--- src/rtl/mybusmatrix5x7_in_hold.sv ---
// ---------------------------------------------------------------------------
// mybusmatrix5x7_in_hold
//
// Per-master input stage of the 5x7 bus matrix. One instance sits in front of
// each master port. When the slave-side output stage cannot take this master's
// address phase right away, the transfer is parked in a one-entry holding
// register and the master is stalled until the grant arrives.
//
// Handshake: a master address phase completes on a rising edge where HSELS,
// HTRANSS[1] and HREADYS are all high (new_trans). The output stage accepts
// the presented address when addr_in_phase and HREADYM_i are both high on the
// same edge; if it does not, the transfer is captured here and HREADYOUTS is
// held low until acceptance.
//
// Ports
//   HCLK, HRESET          clock, synchronous active-high reset
//   HSELS..HMASTLOCKS     master address-phase inputs
//   HREADYS               bus-wide HREADY seen by the master
//   addr_in_phase         output stage grants this port's address phase
//   data_in_phase         output stage runs this port's data phase
//   HREADYM_i, HRESPM_i   ready/response returned through the output stage
//   sel_int..lock_int     address-phase fields towards decoder/arbiters
//   HREADYOUTS, HRESPS    ready/response to the master
// ---------------------------------------------------------------------------
module mybusmatrix5x7_in_hold (
    input  logic        HCLK,
    input  logic        HRESET,
    input  logic        HSELS,
    input  logic [31:0] HADDRS,
    input  logic [1:0]  HTRANSS,
    input  logic        HWRITES,
    input  logic [2:0]  HSIZES,
    input  logic [2:0]  HBURSTS,
    input  logic [3:0]  HPROTS,
    input  logic        HMASTLOCKS,
    input  logic        HREADYS,
    input  logic        addr_in_phase,
    input  logic        data_in_phase,
    input  logic        HREADYM_i,
    input  logic        HRESPM_i,
    output logic        sel_int,
    output logic [1:0]  trans_int,
    output logic [31:0] addr_int,
    output logic        write_int,
    output logic [2:0]  size_int,
    output logic [2:0]  burst_int,
    output logic [3:0]  prot_int,
    output logic        lock_int,
    output logic        HREADYOUTS,
    output logic        HRESPS
);

    typedef enum logic {
        PASS = 1'b0,
        HOLD = 1'b1
    } state_t;

    state_t      r_state;
    logic [31:0] r_addr;
    logic [1:0]  r_trans;
    logic        r_write;
    logic [2:0]  r_size;
    logic [2:0]  r_burst;
    logic [3:0]  r_prot;
    logic        r_lock;

    logic w_new_trans;
    logic w_hold;

    assign w_new_trans = HSELS & HTRANSS[1] & HREADYS;

    // Reset forces the pass-through view immediately, even in the cycle
    // before the reset edge has cleared a held transfer.
    assign w_hold = (r_state == HOLD) & ~HRESET;

    always_ff @(posedge HCLK) begin
        if (HRESET) begin
            r_state <= PASS;
            r_addr  <= '0;
            r_trans <= '0;
            r_write <= 1'b0;
            r_size  <= '0;
            r_burst <= '0;
            r_prot  <= '0;
            r_lock  <= 1'b0;
        end else begin
            case (r_state)
                PASS: begin
                    // Park the transfer only if the output stage did not
                    // take it on this very edge.
                    if (w_new_trans && (!addr_in_phase || !HREADYM_i)) begin
                        r_state <= HOLD;
                        r_addr  <= HADDRS;
                        r_trans <= HTRANSS;
                        r_write <= HWRITES;
                        r_size  <= HSIZES;
                        r_burst <= HBURSTS;
                        r_prot  <= HPROTS;
                        r_lock  <= HMASTLOCKS;
                    end
                end
                HOLD: begin
                    // The master is stalled here, so HREADYS is low and no
                    // new transfer can coincide with this exit edge.
                    if (addr_in_phase && HREADYM_i) begin
                        r_state <= PASS;
                    end
                end
                default: r_state <= PASS;
            endcase
        end
    end

    assign sel_int   = w_hold ? 1'b1    : (HSELS & HTRANSS[1]);
    assign trans_int = w_hold ? r_trans : HTRANSS;
    assign addr_int  = w_hold ? r_addr  : HADDRS;
    assign write_int = w_hold ? r_write : HWRITES;
    assign size_int  = w_hold ? r_size  : HSIZES;
    assign burst_int = w_hold ? r_burst : HBURSTS;
    assign prot_int  = w_hold ? r_prot  : HPROTS;
    assign lock_int  = w_hold ? r_lock  : HMASTLOCKS;

    assign HREADYOUTS = w_hold ? 1'b0 : (data_in_phase ? HREADYM_i : 1'b1);
    assign HRESPS     = data_in_phase ? HRESPM_i : 1'b0;

endmodule

--- config.mk ---
export PLATFORM = sky130hd
export DESIGN_NAME = mybusmatrix5x7_in_hold
export DESIGN_NICKNAME = d
export VERILOG_FILES = /design/src/rtl/mybusmatrix5x7_in_hold.sv
export SDC_FILE = /design/constraint.sdc
export NUM_CORES = 1
export LEC_CHECK = 0
export BUFFER_PORTS_ARGS = -buffer_cell sky130_fd_sc_hd__buf_2
export CORE_AREA = 5 5 95 97
export DETAILED_ROUTE_END_ITERATION = 6
export DIE_AREA = 0 0 100 102
export PLACE_DENSITY = 0.63
export SLEW_MARGIN = 10
export SYNTH_ARGS = -nofsm -noshare
export SYNTH_HDL_FRONTEND = slang
export SYNTH_SLANG_ARGS = --single-unit
export TNS_END_PERCENT = 50
--- constraint.sdc ---
create_clock -name HCLK -period 2 [get_ports HCLK]
set_input_delay 0.4 -clock HCLK [delete_from_list [all_inputs] [get_ports HCLK]]
set_output_delay 0.4 -clock HCLK [all_outputs]
set_load 0.01 [all_outputs]
==> results.py, run 1 <==
metrics = {
    "placement": {
        "hpwl_um": 4080,
        "dp.cells": 450,
        "portBuffers": 102,
        "pre_cts_slack_ps": 222,
        "gp_congestion": 0.687,
    },
    "cts": {
        "cts_buffers": 5,
        "clockRootBuffer": "clkbuf_8",
        "cts_buffer_depth": 2,
        "cts.sinks": 47,
        "postCtsSetupRepairBufs": 0,
        "cts.reportedPaths.clkPinSlew_ps": 90,
        "insertion_delay_ps": 290,
        "htree_levels": 2,
        "cts_tree": "yes",
        "post_cts_resized": 0,
        "cts_hold_buf": 0,
    },
    "global_route": {
        "antenna_found_initial": 0,
        "grt_overflow_total": 0,
        "grt_pass1_vias": 2190,
        "grt_pass1_wl_um": 9720,
        "grt_max_degree": 93,
        "grt_util_all_layers_pct": 11.6,
    },
    "cells_and_area": {
        "drive_above_1_share_pct": 45.9,
        "n_antenna_cell": 0,
        "regArea_um2": 941,
        "post-route-util_pct": 41.8,
        "fillCellCount": 795,
        "multi_input_area_um2": 1610,
        "nets": 406,
        "fin_cells": 458,
        "syn2layout_area_growth_pct": 23.9,
    },
    "logic_synthesis": {
        "synth_fp_nets": 313,
        "ys_ff_latch": 47,
        "synthTopCellsByArea": "dfxtp_1 35%, nand2b_1 21%, mux2_2 19%, mux2i_1 17%, buf_12 2.9%",
        "yosys-top-cells-count": "91 x nand2b_1, 47 x dfxtp_1, 46 x mux2_2",
        "async_reset_ff_share_pct": 0,
        "ys_types": 17,
        "yosys_warnings": 0,
        "avgSynthCellArea_um2": 10.5,
        "synth_top_area_cell": "dfxtp_1",
        "synth_ff_type": "dfxtp_1",
        "synth_edf_count": 0,
        "syn-instance-count": 259,
        "synth_most_common_cell": "nand2b_1",
        "syn-cell-area_um2": 2720,
        "ys_seq_area_share_pct": 34.6,
        "yosysTopAreaCellShare_pct": 34.6,
    },
    "critical_path": {
        "worstPathRequired_ps": 1600,
        "critPathArrivalTime_ps": 1520,
        "critPathMaxFanout": 26,
        "slowest_delay_ps": 370,
        "startpoint_type": "flip-flop",
        "path_cells": "nand2b_2 > buf_12 > mux2_2 > buf_2",
        "crit_slowest_cell": "dfxtp_1",
        "crit_type": "flip-flop to primary output",
        "cp-end-kind": "primary output",
    },
    "route": {
        "vias_per_cell": 4.50,
        "wl_per_cell_um": 12.4,
        "route.detailed.drc": 0,
        "ant_nets": 0,
        "via_count": 2061,
        "dr.pass1.iters": 4,
        "drt-initial-drc-count": 29,
        "wirelength_um": 5690,
    },
    "floorplan": {
        "die_w_um": 100,
        "die_area_um2": 10200,
        "rows": 33,
        "ioPinCount": 103,
        "die_h_um": 102,
        "initial_core_util_pct": 33.8,
        "core_area_um2": 8050,
    },
    "sta": {
        "worst_pin_slew_ps": 598,
        "slew-limit-headroom_pct": 60.1,
        "finalHoldViolations": 0,
        "worst_slack_ps": 83.0,
        "rsz0062_at_grt": "false",
        "fmax_ghz": 0.522,
        "tns_ps": 0,
        "period_needed_ps": 1920,
        "slew_violations": 0,
        "fin_crit_sh_pct": 95.8,
        "finalSetupViolations": 0,
        "fin_skew_ps": 5.74,
    },
    "run": {
        "drv_cap": 0,
    },
    "pwr": {
        "leakagePower_nw": 1.39,
        "peakVddDrop_v": 0.000252,
        "power.density_nw_per_um2": 583,
    },
    "hold_path": {
        "min_path_type": "input port to flip-flop",
    },
    "run_status": {
        "status": "completed",
    },
}
==> cells in the final DEF, fill, tap and decap left out <==
cell / netlist / layout
inv_1: 2 / 2
buf_4: 1 / 1
nand2b_1: 91 / 90
a211oi_4: 0 / 1
a221oi_1: 1 / 1
and2_1: 1 / 1
o21ba_1: 1 / 1
clkbuf_8: 0 / 7
nand3_2: 1 / 1
mux2i_1: 45 / 45
nand2b_2: 0 / 1
clkbuf_1: 10 / 1
mux2_2: 46 / 46
dfxtp_1: 47 / 47
nand2_1: 2 / 2
buf_12: 4 / 3
buf_2: 2 / 102
a21boi_0: 1 / 1
==> routing by layer <==
metal | track usage, % | part of all wire (%) | up-vias
met5 | 0 | 0 | -
met4 | 3.11 | 0.44 | 0
met3 | 3.41 | 6.6 | 2
met2 | 21.5 | 50 | 54
met1 | 13.1 | 43 | 960
li1 | - | - | 1045
==> critical path, delay by kind of cell (launching register included) <==
family	cells	cell delay, ps
buffers and inverters	2	330
DFF	1	370
muxes	1	360
and+or+nand+nor	1	150
==> logic make-up after synthesis <==
group,count (synthesis),share of synthesized area [%]
buffers and inverters,22,6.49
AND/OR/NAND/NOR,95,21.8
flip-flops,47,34.6
multiplexers,91,35.6
AO/OA/AOI/OAI,4,1.43
==> final timing paths <==
check	start	end	slack [ps]	cells after the start
worst max-delay path	r_state$_SDFF_PP0_	addr_int[6]	80	4
worst min-delay path	addr_in_phase	r_state$_SDFF_PP0_	340	2
worst max register to register	r_state$_SDFF_PP0_	r_addr[23]$_SDFFE_PP0P_	740	3
worst min register to register	r_addr[18]$_SDFFE_PP0P_	r_addr[18]$_SDFFE_PP0P_	470	2
==> flip-flops by register name, indices dropped and copies added (netlist names) <==
signal   flops
r_addr      32
r_burst      3
r_lock       1
r_prot       4
r_size       3
r_state      1
r_trans      2
r_write      1
==> where the power goes <==
group          internal, mW  switching, mW
logic                 0.198          0.163
clock network         0.316          0.307
registers             0.964         0.0154
==> metrics by stage <==
stage / instance area [um2] / hold WS, ps / power, mW
2_1_floorplan: 2720 / 445 / 1.23
3_3_place_gp: 3270 / 456 / 1.36
3_5_place_dp: 3270 / 463 / 1.37
4_1_cts: 3370 / 328 / 2.02
5_1_grt: 3370 / 334 / 2.09
6_report: 3370 / 343 / 1.96
==> layout make-up <==
| class | count | share of cell area (%) |
|---|---|---|
| Multi-Input combinational cell | 190 | 47.8 |
| Sequential cell | 47 | 27.9 |
| Timing Repair Buffer | 106 | 17.2 |
| Tap cell | 105 | 3.90 |
| Clock buffer | 8 | 2.97 |
| Inverter | 2 | 0.223 |
Note: power is estimated with default switching activity, not from simulation.
==> run 2, diff against run 1 <==
--- a/config.mk
+++ b/config.mk
@@ -7,6 +7,7 @@
 export LEC_CHECK = 0
 export BUFFER_PORTS_ARGS = -buffer_cell sky130_fd_sc_hd__buf_2
 export CORE_AREA = 5 5 95 97
+export CTS_BUF_LIST = sky130_fd_sc_hd__clkbuf_8
 export DETAILED_ROUTE_END_ITERATION = 6
 export DIE_AREA = 0 0 100 102
 export PLACE_DENSITY = 0.63
==> run 2 against run 1 <==
Sequential power hardly changed. Clock skew grew 0.57 ps. Wire length did not move. Via count about the same. Total power is 0.22% lower. Core utilization unchanged. Count of clock-buffer cells in the layout is 1 lower. Die area unchanged. Worst setup slack worse by 1.1 ps. Non-clock buffer count did not move. Combinational power is essentially flat. Largest cell class unchanged.
==> results.py, run 2 (synthesized netlist as in run 1, its figures left out) <==
metrics = {
    "cells_and_area": {
        "fillCellCount": 795,
        "regArea_um2": 941,
        "multi_input_area_um2": 1610,
        "final_cell_mix": "102 x buf_2, 90 x nand2b_1, 47 x dfxtp_1",
        "post-route-util_pct": 41.8,
        "nets": 406,
        "n_antenna_cell": 0,
        "fin_cells": 458,
        "regMostFlops": "r_addr",
        "largestRegisters": "r_addr x32, r_prot x4",
        "final_common_cell": "buf_2",
        "drive_above_1_share_pct": 45.9,
        "syn2layout_area_growth_pct": 23.9,
        "largest_reg_flops": 32,
    },
    "critical_path": {
        "r2r_cells": 3,
        "cp-end-kind": "primary output",
        "critPathArrivalTime_ps": 1520,
        "worstPathRequired_ps": 1600,
        "critPathMaxFanout": 26,
        "rr_startpoint": "r_state$_SDFF_PP0_",
        "startpoint_type": "flip-flop",
        "slowest_delay_ps": 370,
        "crit_slowest_cell": "dfxtp_1",
        "crit_type": "flip-flop to primary output",
        "path_cells": "nand2b_2 > buf_12 > mux2_2 > buf_2",
        "r2r_slack_ps": 740,
        "rr_endpoint": "r_addr[23]$_SDFFE_PP0P_",
    },
    "floorplan": {
        "rows": 33,
        "ioPinCount": 103,
        "initial_core_util_pct": 33.8,
        "die_w_um": 100,
        "die_area_um2": 10200,
        "die_h_um": 102,
        "core_area_um2": 8050,
    },
    "pwr": {
        "peakVddDrop_v": 0.000247,
        "leakagePower_nw": 1.40,
        "finalPower_mw": 1.96,
        "power.density_nw_per_um2": 581,
    },
    "sta": {
        "rsz0062_at_grt": "false",
        "slew-limit-headroom_pct": 60.1,
        "fin_skew_ps": 6.31,
        "finalHoldViolations": 0,
        "tns_ps": 0,
        "finalSetupViolations": 0,
        "slew_violations": 0,
        "worst_pin_slew_ps": 598,
        "fin_crit_sh_pct": 95.9,
        "fmax_ghz": 0.521,
        "period_needed_ps": 1920,
    },
    "route": {
        "dr.pass1.iters": 4,
        "ant_nets": 0,
        "drt-initial-drc-count": 29,
        "wirelength_um": 5690,
        "wl_per_cell_um": 12.4,
        "via_count": 2060,
        "vias_per_cell": 4.50,
        "route.detailed.drc": 0,
    },
    "hold_path": {
        "holdCritStartpoint": "addr_in_phase",
        "hold_path_end": "r_state$_SDFF_PP0_",
        "hold_path_depth": 2,
        "min_path_type": "input port to flip-flop",
    },
    "cts": {
        "cts_tree": "yes",
        "clockRootBuffer": "clkbuf_8",
        "cts.sinks": 47,
        "cts_buffer_depth": 2,
        "cts.reportedPaths.clkPinSlew_ps": 90,
        "cts_hold_buf": 0,
        "postCtsSetupRepairBufs": 0,
        "post_cts_resized": 0,
        "htree_levels": 2,
        "insertion_delay_ps": 290,
        "cts_buffers": 5,
    },
    "global_route": {
        "grt_pass1_wl_um": 9720,
        "antenna_found_initial": 0,
        "grt_overflow_total": 0,
        "grt_pass1_vias": 2190,
        "grt_max_degree": 93,
        "grt_util_all_layers_pct": 11.6,
    },
    "run_status": {
        "status": "completed",
    },
    "placement": {
        "gp_congestion": 0.687,
        "portBuffers": 102,
        "hpwl_um": 4080,
        "dp.cells": 450,
    },
    "run": {
        "drv_cap": 0,
    },
}
==> run 2: changes by cell type in the layout (fill, tap and decap cells not counted) <==
cell / change
clkbuf_1: -1
inv_1: +1
==> run 2: metrics by stage <==
stage          cell area, um2  setup WS, ps  hold slack (ps)
2_1_floorplan            2720           419              445
6_report                 3370          81.9              343
3_3_place_gp             3270           261              456
5_1_grt                  3370          9.37              334
3_5_place_dp             3270           222              463
4_1_cts                  3370          33.7              328
==> run 2: critical path, delay by kind of cell, from the launching register on <==
family | cells | cell delay [ps]
multiplexers | 1 | 360
buffers and inverters | 2 | 330
flip-flops | 1 | 370
AND/OR/NAND/NOR | 1 | 150
==> run 2: power breakdown <==
group | leakage (nW) | switching [mW] | internal, mW
logic | 0.959 | 0.163 | 0.198
registers | 0.381 | 0.0154 | 0.964
clock network | 0.0557 | 0.308 | 0.311
total | 1.40 | 0.486 | 1.47
==> run 2: area by class of cell <==
type | count | share of cell area, %
repair buffers | 106 | 17.2
well taps | 105 | 3.90
clock inverters | 1 | 0.111
flip-flops and latches | 47 | 27.9
clock buffers | 7 | 2.86
multi-input cells | 190 | 47.8
inverters | 2 | 0.223
==> run 2: metal layers <==
metal | global-route usage, % | share of wire, % | vias up
li1 | - | - | 1045
met1 | 13.1 | 43 | 959
met2 | 21.5 | 50 | 54
met3 | 3.41 | 6.6 | 2
met4 | 3.11 | 0.44 | 0
met5 | 0 | 0 | -
==> run 2: worst max path at each step <==
stage                     slack [ps]           end          startpoint
after floorplan                  420  addr_int[19]              HRESET
after global placement           260  addr_int[26]              HRESET
after detailed placement         220   addr_int[6]              HRESET
after CTS                         30   addr_int[6]  r_state$_SDFF_PP0_
after global routing               9   addr_int[6]  r_state$_SDFF_PP0_
final                             80   addr_int[6]  r_state$_SDFF_PP0_
==> run 3, diff against run 2 <==
==> constraint.sdc (replaced) <==
create_clock -name HCLK -period 1.94 [get_ports HCLK]
set_input_delay 0.388 -clock HCLK [delete_from_list [all_inputs] [get_ports HCLK]]
set_output_delay 0.388 -clock HCLK [all_outputs]
set_load 0.01 [all_outputs]
==> run 3 against run 2 <==
Sequential cell count unchanged. Sequential share of layout area down 0.33 points. Clock skew up 2.7 ps. Sequential power about the same. Hold slack worse by 22 ps. Total power up 9.2%. Critical path depth unchanged. Via count up 0.53%. Worst setup slack worse by 27 ps. Combinational power up 4%. Final area up 1.6%. Largest cell class unchanged.
==> results.py, run 3 (synthesized netlist as in run 1, its figures left out) <==
metrics = {
    "sta": {
        "slew_violations": 0,
        "fin_skew_ps": 8.99,
        "fin_crit_sh_pct": 97.2,
        "fmax_ghz": 0.531,
        "finalHoldViolations": 0,
        "finalSetupViolations": 0,
        "worst_pin_slew_ps": 626,
        "hold_ws_ps": 321,
        "period_needed_ps": 1880,
        "rsz0062_at_grt": "true",
        "slew-limit-headroom_pct": 58.3,
    },
    "cells_and_area": {
        "final_cell_mix": "102 x buf_2, 90 x nand2b_1, 46 x mux2_2, 46 x dfxtp_1, 45 x mux2i_1",
        "drive_above_1_share_pct": 46.6,
        "final_common_cell": "buf_2",
        "nets": 407,
        "regMostFlops": "r_addr",
        "largest_reg_flops": 32,
        "largestRegisters": "r_addr x32, r_prot x4",
        "n_antenna_cell": 0,
        "syn2layout_area_growth_pct": 25.9,
    },
    "floorplan": {
        "initial_core_util_pct": 33.8,
        "rows": 33,
        "die_w_um": 100,
        "ioPinCount": 103,
        "die_h_um": 102,
        "die_area_um2": 10200,
        "core_area_um2": 8050,
    },
    "placement": {
        "portBuffers": 102,
        "hpwl_um": 4140,
        "gp_congestion": 0.687,
    },
    "pwr": {
        "leakagePower_nw": 1.42,
        "pwr-share-clk_pct": 35.2,
        "peakVddDrop_v": 0.000454,
        "power.share.switching_pct": 24.4,
        "power.combinational.fraction_pct": 17.6,
        "power.internal_mw": 1.62,
        "p_sw_uw": 521,
        "finalPower_mw": 2.14,
        "pwr-share-seq_pct": 47.2,
        "power.density_nw_per_um2": 625,
    },
    "route": {
        "wirelength_um": 5850,
        "route.detailed.drc": 0,
        "drt-initial-drc-count": 44,
        "vias_per_cell": 4.51,
        "dr.pass1.iters": 4,
        "ant_nets": 0,
        "via_count": 2071,
        "wl_per_cell_um": 12.8,
    },
    "critical_path": {
        "worstPathRequired_ps": 1550,
        "critPathMaxFanout": 22,
        "crit_type": "flip-flop to primary output",
        "r2r_cells": 3,
        "rr_startpoint": "r_state$_SDFF_PP0_",
        "cp-end-kind": "primary output",
        "r2r_slack_ps": 690,
        "cp-endpoint": "addr_int[18]",
        "critPathLaunch": "r_state$_SDFF_PP0_",
        "rr_endpoint": "r_burst[2]$_SDFFE_PP0P_",
        "startpoint_type": "flip-flop",
        "critPathArrivalTime_ps": 1500,
    },
    "run_status": {
        "status": "completed",
    },
    "cts": {
        "cts_tree": "yes",
        "postCtsSetupRepairBufs": 0,
        "htree_levels": 2,
        "cts_buffers": 5,
        "cts.sinks": 47,
        "cts.reportedPaths.clkPinSlew_ps": 90,
        "clockRootBuffer": "clkbuf_8",
        "insertion_delay_ps": 290,
        "cts_hold_buf": 0,
        "cts_buffer_depth": 2,
    },
    "global_route": {
        "grt_pass1_vias": 2147,
        "antenna_found_initial": 0,
        "grt_max_degree": 93,
        "grt_util_all_layers_pct": 11.6,
        "grt_pass1_wl_um": 9760,
        "grt_overflow_total": 0,
    },
    "hold_path": {
        "min_path_type": "input port to flip-flop",
        "holdCritStartpoint": "addr_in_phase",
    },
    "run": {
        "drv_cap": 0,
    },
}
run 3: routing by layer:
| layer | global-route usage [%] | up-vias | wire [um] |
|---|---|---|---|
| li1 | - | 1047 | - |
| met1 | 13.9 | 962 | 2530 |
| met2 | 20.6 | 57 | 2900 |
| met3 | 2.80 | 5 | 379 |
| met4 | 3.11 | 0 | 52 |
| met5 | 0 | - | 0 |
run 3: power groups by stage:
stage | logic [mW] | registers, mW | clock network [mW]
6_report | 0.376 | 1.01 | 0.754
5_1_grt | 0.417 | 1.01 | 0.814
4_1_cts | 0.386 | 1.01 | 0.782
3_5_place_dp | 0.380 | 1.03 | 0
3_3_place_gp | 0.373 | 1.03 | 0
2_1_floorplan | 0.238 | 1.03 | 0
run 3: worst min path at each step:
stage / end / depth (start not counted)
5_1_grt: r_state$_SDFF_PP0_ / 2
2_1_floorplan: r_trans[1]$_SDFFE_PP0P_ / 1
6_report: r_state$_SDFF_PP0_ / 2
3_5_place_dp: r_size[2]$_SDFFE_PP0P_ / 2
4_1_cts: r_state$_SDFF_PP0_ / 2
3_3_place_gp: r_addr[9]$_SDFFE_PP0P_ / 2
run 3: final cells by class:
| type | count | area (um2) |
|---|---|---|
| fill | 798 | 4630 |
| timing repair buffer | 107 | 606 |
| inverter | 2 | 7.51 |
| clock buffer | 6 | 82.6 |
| multi-input combinational | 190 | 1620 |
| sequential | 47 | 945 |
| tap | 105 | 131 |
| clock inverter | 2 | 35.0 |
run 3: through the flow:
step | std cells | worst slack [ps] | area [um2] | utilization (%) | setup TNS (ps)
after global placement | 450 | 224 | 3270 | 40.6 | 0
after detailed placement | 450 | 210 | 3270 | 40.6 | 0
final | 459 | 55.0 | 3420 | 42.5 | 0
after CTS | 459 | 16.4 | 3420 | 42.5 | 0
after global routing | 459 | -9.14 | 3420 | 42.5 | -27.2
after floorplan | 259 | 383 | 2720 | - | 0
run 3: what timing repair did:
item,CTS,global route
gates resized for setup,4,0
cloned,1,0
endpoints found under the setup margin,1,7
run 3: worst max-delay path, cell delays in order (launching register included):
cell      delay (ps)
dfxtp_4          380
nand2b_4         130
buf_12           190
mux2_2           360
buf_2            140
